`src/rtl/pht_update_ctrl_pkg.sv`:
```
// Shared constants for the PHT update controller: 2-bit counter encodings, FSM states
// and the saturating-counter update function.
package pht_update_ctrl_pkg;

  typedef enum logic [1:0] {
    SNT = 2'b00,
    WNT = 2'b01,
    WT  = 2'b10,
    ST  = 2'b11
  } ctr_t;

  typedef enum logic [1:0] {
    INIT,
    IDLE,
    READ,
    WRITE
  } state_t;

  // Taken moves the counter toward ST, not-taken moves it toward SNT; both ends stick.
  function automatic logic [1:0] sat(input logic [1:0] ctr, input logic taken);
    if (taken) return (ctr == ST) ? ST : ctr + 2'd1;
    else       return (ctr == SNT) ? SNT : ctr - 2'd1;
  endfunction

endpackage

```
`src/rtl/sync_fifo.sv`:
```
// Single-clock FIFO with an occupancy counter; DEPTH must be a power of two (>= 2).
// The caller guarantees no push while full and no pop while empty.
module sync_fifo #(
  parameter int WIDTH = 8,
  parameter int DEPTH = 4
) (
  input  logic             clk,
  input  logic             reset,
  input  logic             push,
  input  logic [WIDTH-1:0] din,
  input  logic             pop,
  output logic [WIDTH-1:0] dout,
  output logic             empty,
  output logic             full
);

  localparam int AW = $clog2(DEPTH);

  logic [WIDTH-1:0] mem [DEPTH];
  logic [AW-1:0]    wr_ptr;
  logic [AW-1:0]    rd_ptr;
  logic [AW:0]      count;

  // NOTE: non-blocking assignments for all state so every register samples pre-edge values.
  always_ff @(posedge clk or posedge reset) begin
    if (reset) begin
      wr_ptr <= '0;
      rd_ptr <= '0;
      count  <= '0;
    end else begin
      if (push) wr_ptr <= wr_ptr + 1'b1;
      if (pop)  rd_ptr <= rd_ptr + 1'b1;
      case ({push, pop})
        2'b10:   count <= count + 1'b1;
        2'b01:   count <= count - 1'b1;
        default: count <= count;
      endcase
    end
  end

  // NOTE: storage is deliberately not reset; count alone decides which entries are valid.
  always_ff @(posedge clk) begin
    if (push) mem[wr_ptr] <= din;
  end

  assign dout  = mem[rd_ptr];
  assign empty = (count == '0);
  assign full  = (count == (AW+1)'(DEPTH));

endmodule

```
`src/rtl/pht_update_ctrl.sv`:
```
// PHT write-side controller: sweeps the table to INIT_VAL after reset, then serialises
// queued counter updates as read-modify-write pairs on the RAM's write-side port.
module pht_update_ctrl
  import pht_update_ctrl_pkg::*;
#(
  parameter int         ADDRLEN    = 10,
  parameter int         DEPTH      = 1024,
  parameter int         FIFO_DEPTH = 4,
  parameter logic [1:0] INIT_VAL   = 2'b01
) (
  input  logic               clk,
  input  logic               reset,
  input  logic               upd_valid,
  input  logic [ADDRLEN-1:0] upd_addr,
  input  logic               upd_taken,
  output logic               upd_ready,
  output logic [ADDRLEN-1:0] ram_addr,
  input  logic [1:0]         ram_rdata,
  output logic [1:0]         ram_wdata,
  output logic               ram_we,
  output logic               init_done,
  output logic               busy
);

  localparam logic [ADDRLEN-1:0] LAST = ADDRLEN'(DEPTH - 1);

  state_t             state;
  logic [ADDRLEN-1:0] sweep;
  logic [ADDRLEN-1:0] op_addr;
  logic               op_taken;

  logic               push;
  logic               pop;
  logic               fifo_empty;
  logic               fifo_full;
  logic [ADDRLEN:0]   fifo_dout;

  // Ready depends only on registers, so a requester can never form a loop through it.
  assign upd_ready = init_done && !fifo_full;
  assign push      = upd_valid && upd_ready;
  assign pop       = !fifo_empty && ((state == IDLE) || (state == WRITE));
  assign busy      = (state != IDLE) || !fifo_empty;

  sync_fifo #(
    .WIDTH (ADDRLEN + 1),
    .DEPTH (FIFO_DEPTH)
  ) u_req_fifo (
    .clk   (clk),
    .reset (reset),
    .push  (push),
    .din   ({upd_addr, upd_taken}),
    .pop   (pop),
    .dout  (fifo_dout),
    .empty (fifo_empty),
    .full  (fifo_full)
  );

  always_ff @(posedge clk or posedge reset) begin
    if (reset) begin
      state     <= INIT;
      sweep     <= '0;
      op_addr   <= '0;
      op_taken  <= 1'b0;
      init_done <= 1'b0;
    end else begin
      case (state)
        INIT: begin
          if (sweep == LAST) begin
            state     <= IDLE;
            init_done <= 1'b1;
          end else begin
            sweep <= sweep + 1'b1;
          end
        end
        IDLE, WRITE: begin
          if (pop) begin
            {op_addr, op_taken} <= fifo_dout;
            state               <= READ;
          end else begin
            state <= IDLE;
          end
        end
        READ:    state <= WRITE;
        default: state <= INIT;
      endcase
    end
  end

  // NOTE: defaults first so every path assigns every output and no latch is inferred.
  always_comb begin
    ram_we    = 1'b0;
    ram_addr  = '0;
    ram_wdata = '0;
    case (state)
      INIT: begin
        ram_we    = 1'b1;
        ram_addr  = sweep;
        ram_wdata = INIT_VAL;
      end
      READ: begin
        ram_addr = op_addr;
      end
      WRITE: begin
        ram_we    = 1'b1;
        ram_addr  = op_addr;
        ram_wdata = sat(ram_rdata, op_taken);
      end
      default: ;
    endcase
  end

endmodule
```
`config.mk`:
```
export PLATFORM = sky130hd
export DESIGN_NAME = pht_update_ctrl
export DESIGN_NICKNAME = d
export VERILOG_FILES = /design/src/rtl/pht_update_ctrl_pkg.sv /design/src/rtl/sync_fifo.sv /design/src/rtl/pht_update_ctrl.sv
export SDC_FILE = /design/constraint.sdc
export NUM_CORES = 1
export LEC_CHECK = 0
export ABC_AREA = 0
export BUFFER_PORTS_ARGS = -buffer_cell sky130_fd_sc_hd__buf_2
export CAP_MARGIN = 20
export CELL_PAD_IN_SITES_DETAIL_PLACEMENT = 1
export CELL_PAD_IN_SITES_GLOBAL_PLACEMENT = 1
export CORE_ASPECT_RATIO = 1.2
export CORE_MARGIN = 3
export CORE_UTILIZATION = 40
export DETAILED_ROUTE_END_ITERATION = 16
export GPL_TIMING_DRIVEN = 0
export PLACE_DENSITY = 0.72
export SLEW_MARGIN = 20
export SYNTH_ARGS = -nofsm -noshare
export SYNTH_HDL_FRONTEND = slang
export SYNTH_SLANG_ARGS = --single-unit
```
`constraint.sdc`:
```
create_clock -name clk -period 2.75 [get_ports clk]
set_input_delay 0.55 -clock clk [delete_from_list [all_inputs] [get_ports clk]]
set_output_delay 0.55 -clock clk [all_outputs]
set_load 0.01 [all_outputs]
```
Word-level counts from Yosys, hierarchy flattened
Memory sizes are Yosys's and may differ from the RTL's. A register that Yosys moved wholly into a read port is not among the register bits.
Index checks and enable logic that the tools add are counted.

cells by class
  reductions and logical operators = 17
  muxes and demuxes = 12
  bitwise logic cells = 1
  equality and inequality tests = 10
  $add $sub $neg = 7

operator list
  kind                                                   count
  one-hot mux 10 bit (2 select lines)                    1
  adder 10 x 1 -> 10 bit, second input constant          1
  equality test 10 bit, second input constant            1
  2-to-1 mux 2 bit                                       5
  equality test 2 bit, second input constant             4
  adder 2 x 1 -> 2 bit, second input constant            3
  one-hot mux 2 bit (3 select lines)                     1
  one-hot mux 3 bit (2 select lines)                     1
  AND reduction 2 bit                                    3
  OR reduction 2 bit                                     3
  equality test 2 x 1 -> 1 bit, second input constant    2
  logical NOT 2 bit                                      2
  one-hot mux 2 bit (2 select lines)                     1
  adder 3 x 1 -> 3 bit, second input constant            1
  equality test 3 bit, second input constant             1
  logical AND 1 bit                                      3
  logical NOT 3 bit                                      1
  2-to-1 mux 1 bit                                       3
  subtractor 3 x 1 -> 3 bit, second input constant       1
  logical NOT 1 bit                                      2
  logical OR 1 bit                                       2
  inequality test 2 x 1 -> 1 bit, second input constant  1
  inequality test 2 bit, second input constant           1
  nonzero test 2 bit                                     1
  2 further kinds                                        2

word-level totals
  word-level logic and storage cells = 54
  output and inout bits = 16
  memories kept = 1
  bits of input ports = 16
  bits in registers = 20
  memory bits (writable) = 44

memory list
  name            words  bits a word  read ports  clocked after memory_dff  wr ports  line             text
  u_req_fifo.mem  4      11           1           1                         1         sync_fifo.sv:19  logic [WIDTH-1:0] mem [DEPTH];

Longest topological paths before layout
Gate-level depths: netlist (run 1).

  depth after elaboration = 6
  depth in mapped cells = 10
  gate-level depth less buffers = 9

By module
From an unflattened synthesis (run 1), not the netlist that was laid out.

unflattened totals
  cell total of the unflattened synthesis = 246
  area, all modules = 3328.2 um^2

by module, submodules not included
  module           times used  sequential area each (um^2)  area an instance (um^2)  cells an instance
  sync_fifo        1           1496.4                       1995.7                   94
  pht_update_ctrl  1           600.6                        1332.5                   152

Worst setup path after synthesis (run 1)
OpenSTA, ideal clock, no wires.

  path kind = register to register
  from = reg u_req_fifo.count[0]
  to = reg u_req_fifo.count[2]
  buffers on the path = 0
  arrival time = 2180 ps
  stages on the path, launching flop included = 10
  path slack = 445 ps
  library setup time = 125 ps
  required time = 2625 ps
  clock period less this slack = 2305 ps
  cell sequence = dfrtp_1 nor2_1 a21boi_0 and2_1 inv_1 ha_1 fa_1 xnor2_1 nor2_1 xor2_1

between the ends
  longest elaborated chain between the ends = 6

ends and longest elaborated chain
  element                                                                   line                   text
  start: declaration                                                        sync_fifo.sv:22        logic [AW:0] count;
  start signal: assignment                                                  sync_fifo.sv:34        2'b10: count <= count + 1'b1;
  start signal: assignment                                                  sync_fifo.sv:35        2'b01: count <= count - 1'b1;
  start signal: assignment                                                  sync_fifo.sv:36        default: count <= count;
  equality test 3 bit (*)                                                   sync_fifo.sv:48        assign full = (count == (AW+1)'(DEPTH));
  logical NOT 1 bit (*)                                                     pht_update_ctrl.sv:39  assign upd_ready = init_done && !fifo_full;
  logical AND 1 bit (*)                                                     pht_update_ctrl.sv:39
  named net upd_ready                                                       pht_update_ctrl.sv:16  output logic upd_ready,
  logical AND 1 bit (*)                                                     pht_update_ctrl.sv:40  assign push = upd_valid && upd_ready;
  equality test 2 x 1 -> 1 bit or equality test 2 bit (tied branches)       sync_fifo.sv:33        case ({push, pop})
  one-hot mux 3 bit (2 select lines) or nonzero test 2 bit (tied branches)  n/a

The timed path passes the listed nets; every way through them passes the cells marked *.
A chain may end at the register's enable or synchronous reset.

Final worst setup path (run 1)
  from = reg state[0]
  to = out ram_addr[0]

between the ends
  longest elaborated chain between the ends = 3

ends and longest elaborated chain
  element                                  line                   text
  start: declaration                       pht_update_ctrl.sv:27  state_t state;
  start signal: assignment                 pht_update_ctrl.sv:60  state <= INIT;
  start signal: assignment                 pht_update_ctrl.sv:69  state <= IDLE;
  start signal: assignment                 pht_update_ctrl.sv:78  state <= READ;
  equality test 2 bit                      pht_update_ctrl.sv:94  case (state)
  OR reduction 2 bit (no source line)      n/a
  one-hot mux 10 bit (2 select lines) (*)  pht_update_ctrl.sv:94
  end: declaration                         pht_update_ctrl.sv:17  output logic [ADDRLEN-1:0] ram_addr,

Mark *: on every way between the ends. The rest lies on a longest branch, timed or not.

==> results.txt, run 1 <==
Outcome: finished clean
Actual slew at the worst max-slew pin: 0.6673 ns
Slowest cell on the critical path: dfrtp_1
Grt total ovfl: 0
Core Area: 7839 um^2
Highest clock rate: 0.3889 GHz
Final period utilization: 0.9349
Worst Hold Slack: 0.2988 ns
Sequential-to-total area share from yosys stat: 0.6395
Number of synthesized flops with an enable pin: 44
R2R Path End: u_req_fifo.count[1]$_DFFE_PP0P_
Drt first pass iters: 4
Vias: 1836
Main flop type after synthesis: edfxtp_1
CP max FO: 10
Port-buffer cells: 31
Initial antenna violation count: 0
Ys Warns: 0
Htree depth: 3
Ys async rst share: 0.4133
Synth Instances: 215
First-pass GRT wire length: 9735 um
Pleak: 0.001556 uW
Final total power: 2063 uW
TritonCTS clock tree: built
Synth area leaders: edfxtp_1 40%, dfrtp_1 24%, mux4_2 7.6%, ha_1 4.6%, mux2_2 4.5%
Crit path DAT: 2.02 ns
Ant diodes: 0
Clk buf depth: 2
Tot GR Track Use: 0.1402
Sink Count: 75
Setup crit end kind: output pin
Synth cell types: 35
Syn Area/Cell: 15.25 um^2
Clock transition at path regs: 0.08 ns
Antenna violation net count after detailed routing: 0
# fillers: 787
Clock skew: 0.01469 ns
Storage cell area: 2097 um^2
Yosys reg bits: 75
Drt via density: 5.216
Initial Util: 0.4184
# setup viols final: 0
DR iter-0 viols: 47
Largest net degree at the start of global routing: 32
Layout area overhead: 14.19%
Peak VDD IR: 0.3276 mV
Cell chain of the critical path: inv_1, ha_1, clkbuf_2, a22oi_1, nor2_1, buf_2
Nets@finish: 284
Top-count cell post-synth: edfxtp_1
FF-to-FF path depth: 8
Critical Path Source Type: flop
PD cells: 550.9 nW/um^2
Hold buffer count at CTS: 0
Vias in the first global route: 1899
Flop2flop setup slack: 0.28 ns
Min-Delay Path Class: input pin to async pin
Die width: 88.66 um
Mapped Nets: 244
Post-synth top area cell: edfxtp_1
Post-synth top area share: 0.4029
Critical path class: flop to output pin
Hpwl dp: 4254 um
Maxcap violations: 0
Post-CTS Setup Bufs: 0
Max-slew headroom: 0.5545
Final Slew Violations: 0
Final setup TNS: 0 ns
IO Count: 32
Die span in y: 105.2 um
Routed len/inst: 17.17 um
Max incr delay on CP: 0.45 ns
DR DRC count: 0
Top post-synthesis cells by count: 44 x edfxtp_1, 31 x dfrtp_1, 23 x nor2_1
Routability cong.: 0.8016
Final-report hold violation count: 0
# rows: 35
Share of cells above drive strength 1: 0.3077
Aggregate routed wire length: 6044 um
Required time worst endpoint: 2.20 ns
Unrepaired setup endpoints after global routing: false
Final Util: 0.4777
Minimum clock period: 2.571 ns
Number of buffers created by CTS: 9
Worst skew pair latency: 0.34 ns
Multi-input gate area: 1115 um^2
CTS root buffer: clkbuf_8
Die ar.: 9325 um^2
Post-Syn Area: 3279 um^2
-- flip-flops by register name, indices dropped and copies added, names as in the netlist, named ones only --
register	cells
init_done	1
op_taken	1
u_req_fifo.count	3
sweep	10
op_addr	10
u_req_fifo.mem	44
u_req_fifo.rd_ptr	2
u_req_fifo.wr_ptr	2
state	1
-- power by group --
part,switching (uW),internal [uW],leakage [uW]
clock network,418,425,0.000104
registers,0,1190,0.000809
logic,19.3,8.97,0.000643
-- stage by stage --
stage	setup WS (ns)	cell area, um^2	cells
after global placement	0.08996	3550	338
after CTS	0.06345	3746	353
after global routing	0.03321	3745	352
after floorplan	0.4446	3279	215
final	0.1789	3745	352
after detailed placement	0.09389	3550	338
-- final cells by class --
| cell class | count | area share |
|---|---|---|
| buffer | 6 | 0.007016 |
| clock buffer | 9 | 0.03308 |
| clock inverter | 7 | 0.02005 |
| inverter | 10 | 0.01002 |
| multi-input combinational | 122 | 0.2977 |
| sequential | 75 | 0.5600 |
| tap | 92 | 0.03074 |
| timing repair buffer | 31 | 0.04143 |
-- metal layers --
layer | vias to the layer above | global-route usage | part of all wire
met5 | - | 0 | 0
met4 | 0 | 0.04752 | 0.0098
met3 | 4 | 0.03785 | 0.027
met2 | 23 | 0.2256 | 0.52
met1 | 931 | 0.1806 | 0.45
li1 | 878 | - | -
-- repair_timing --
item / 4_1_cts / 5_1_grt
pin swaps: 0 / 0
setup endpoints to repair: 9 / 11
gates resized for setup: 1 / 1
-- layout by cell type, fill, tap and decap left out, types with 4 or more instances in the layout --
master     n
edfxtp_1  44
buf_2     33
dfrtp_1   31
nor2_1    22
mux2_2    13
ha_1      12
mux4_2    11
a22oi_1   10
inv_1      9
clkbuf_8   9
a21oi_1    7
xnor2_1    6
xor2_1     5
nand2_1    5
and3_1     5
nor3_1     4
-- worst max-delay path by stage --
stage / start / endpoint
detailed placement: flop / u_req_fifo.count[1]$_DFFE_PP0P_
global placement: flop / u_req_fifo.count[1]$_DFFE_PP0P_
finish: state[0]$_DFFE_PP0N_ / ram_addr[0]
global route: state[0]$_DFFE_PP0N_ / ram_addr[6]
CTS: state[0]$_DFFE_PP0N_ / ram_addr[2]
floorplan: u_req_fifo.count[0]$_DFFE_PP0P_ / u_req_fifo.count[2]$_DFFE_PP0P_
-- kinds of logic (layout without fill, tap and decap cells) --
logic type	count (synthesis)	count (layout)	synth area share
adders and majority gates	15	15	0.05799
muxes	25	25	0.1248
AOI/OAI and AO/OA	25	25	0.05761
and+or+nand+nor	46	46	0.06945
xor gates and xnor gates	11	11	0.02938
buffers and inverters	18	63	0.02137
DFF	75	75	0.6395
-- critical path: cells and delay by family, from the launching register on --
| kind | cells | cell delay, ns |
|---|---|---|
| compound gates | 1 | 0.13 |
| fa+ha+maj | 1 | 0.37 |
| buf+inv | 3 | 0.63 |
| flops | 1 | 0.45 |
| simple gates | 1 | 0.11 |
No activity file was read; power rests on OpenSTA's default activity.
==> run 2, diff against run 1 <==
- PLACE_DENSITY: 0.72 -> unset
- PLACE_DENSITY_LB_ADDON: unset -> 0.08
==> results.txt, run 2 (same netlist as run 1, synthesis figures left out) <==
Clock transition at path regs: 0.08 ns (about the same)
Max-slew headroom: 0.5502 (was 0.5545)
Initial antenna violation count: 0 (unchanged)
Drt first pass iters: 5 (was 4)
Final Slew Violations: 0 (unchanged)
Min-Delay Path Class: input pin to async pin (unchanged)
Setup WS pre-CTS: 0.06267 ns (was 0.09389 ns)
Outcome: finished clean (unchanged)
Die span in y: 105.2 um (unchanged)
Critical Path Source Type: flop (unchanged)
Number of buffers created by CTS: 9 (unchanged)
DR iter-0 viols: 58 (was 47)
Htree depth: 3 (unchanged)
Registers with the most flip-flops: u_req_fifo.mem: 44 flops, op_addr: 10 flops, sweep: 10 flops (unchanged)
Actual slew at the worst max-slew pin: 0.6696 ns (was 0.6673 ns)
Nets@finish: 285 (was 284)
Post-place instance area: 3550 um^2 (unchanged)
Initial Util: 0.4184 (unchanged)
Worst setup margin: 0.1582 ns (was 0.1789 ns)
DR DRC count: 0 (unchanged)
Critical path class: flop to output pin (unchanged)
TritonCTS clock tree: built (unchanged)
Minimum clock period: 2.592 ns (was 2.571 ns)
Sink Count: 75 (unchanged)
Largest net degree at the start of global routing: 32 (unchanged)
# setup viols final: 0 (unchanged)
Ant diodes: 0 (unchanged)
Max reg flops: 44 (unchanged)
Port-buffer cells: 31 (unchanged)
Core Area: 7839 um^2 (unchanged)
Vias: 1856 (was 1836)
Final Util: 0.4824 (was 0.4777)
Die width: 88.66 um (unchanged)
Routability cong.: 0.7808 (was 0.8016)
Drt via density: 5.258 (was 5.216)
Post-route cell area: 3781 um^2 (was 3745 um^2)
Maxcap violations: 0 (unchanged)
Most common cell after layout, fill and taps aside: edfxtp_1 (unchanged)
Pleak: 0.001565 uW (was 0.001556 uW)
IO Count: 32 (unchanged)
Vias in the first global route: 1930 (was 1899)
Most frequent cells in the layout: 44 x edfxtp_1, 33 x buf_2, 30 x dfrtp_1 (was 44 x edfxtp_1, 33 x buf_2, 31 x dfrtp_1)
First-pass GRT wire length: 10150 um (was 9735 um)
Clock skew: 0.01341 ns (was 0.01469 ns)
Setup crit end kind: output pin (unchanged)
Final total power: 2175 uW (was 2063 uW)
Antenna violation net count after detailed routing: 0 (unchanged)
CP max FO: 10 (unchanged)
Layout area overhead: 15.30% (was 14.19%)
Routed len/inst: 17.75 um (was 17.17 um)
PD cells: 575.3 nW/um^2 (was 550.9 nW/um^2)
Share of cells above drive strength 1: 0.3103 (was 0.3077)
Final setup TNS: 0 ns (unchanged)
Hpwl dp: 4476 um (was 4254 um)
Highest clock rate: 0.3858 GHz (was 0.3889 GHz)
Worst skew pair latency: 0.34 ns (about the same)
Multi-input gate area: 1117 um^2 (was 1115 um^2)
Clk buf depth: 2 (unchanged)
Tot GR Track Use: 0.1463 (was 0.1402)
# rows: 35 (unchanged)
Die ar.: 9325 um^2 (unchanged)
Aggregate routed wire length: 6265 um (was 6044 um)
Required time worst endpoint: 2.20 ns (about the same)
Final-report hold violation count: 0 (unchanged)
Storage cell area: 2098 um^2 (was 2097 um^2)
FF-to-FF path depth: 9 (was 8)
Final period utilization: 0.9425 (was 0.9349)
Crit path DAT: 2.04 ns (was 2.02 ns)
Peak VDD IR: 0.5116 mV (was 0.3276 mV)
# fillers: 780 (was 787)
Grt total ovfl: 0 (unchanged)
Largest Register: u_req_fifo.mem (unchanged)
CTS root buffer: clkbuf_8 (unchanged)
## run 2: cell types whose count changed in the layout (fill, tap and decap cells not counted), sizes merged
| cell | delta |
|---|---|
| bufinv | +1 |
| clkinv | -2 |
| clkbuf | +3 |
| inv | -1 |
## run 2: repair_timing
item	4_1_cts	5_1_grt
buffers inserted	0	0
hold buffers	0	0
endpoints found under the setup margin	9	11
gates resized for setup	1	3
## run 2: routing by layer
metal | vias to the layer above | track usage | routed length [um]
met5 | - | 0 | 0
met4 | 0 | 0.04860 | 45
met3 | 4 | 0.03549 | 177
met2 | 27 | 0.2420 | 3256
met1 | 942 | 0.1852 | 2786
li1 | 883 | - | -
## run 2: path summary, 6_finish.rpt
check	start	to	slack, ns
setup / recovery	state[0]$_DFFE_PP0N_	ram_addr[5]	0.16
hold / removal	reset	op_taken$_DFFE_PP0P_	0.30
setup reg to reg	u_req_fifo.count[0]$_DFFE_PP0P_	u_req_fifo.count[2]$_DFFE_PP0P_	0.28
hold reg to reg	u_req_fifo.count[2]$_DFFE_PP0P_	u_req_fifo.count[2]$_DFFE_PP0P_	0.49
max in group asynchronous	reset	state[0]$_DFFE_PP0N_	1.98
min in group clk	upd_addr[4]	u_req_fifo.mem[0][5]$_DFFE_PP_	0.42
## run 2: metrics by stage
stage               std cells  hold slack (ns)
floorplan                 215           0.4590
global placement          338           0.4764
detailed placement        338           0.4824
CTS                       353           0.3296
global route              353           0.3534
finish                    353           0.3017
## run 2: final cells by class
class                           instances  area share
Buffer                                  7    0.007942
Clock buffer                           11     0.03739
Clock inverter                          5     0.02283
Inverter                               10    0.009927
Multi-Input combinational cell        122      0.2955
Sequential cell                        75      0.5549
Tap cell                               92     0.03044
Timing Repair Buffer                   31     0.04103
## run 2: where the power goes
part / switching [uW] / total, uW / internal (uW)
combinational: 18.9 / 27.9 / 8.95
clock: 413 / 956 / 543
sequential: 0 / 1190 / 1190
## run 2: worst max-delay path: stages, from the launching register on
cell	delay, ns
dfrtp_2	0.45
ha_1	0.26
or2_2	0.30
clkbuf_1	0.23
a22oi_1	0.25
nor2_1	0.05
buf_2	0.15
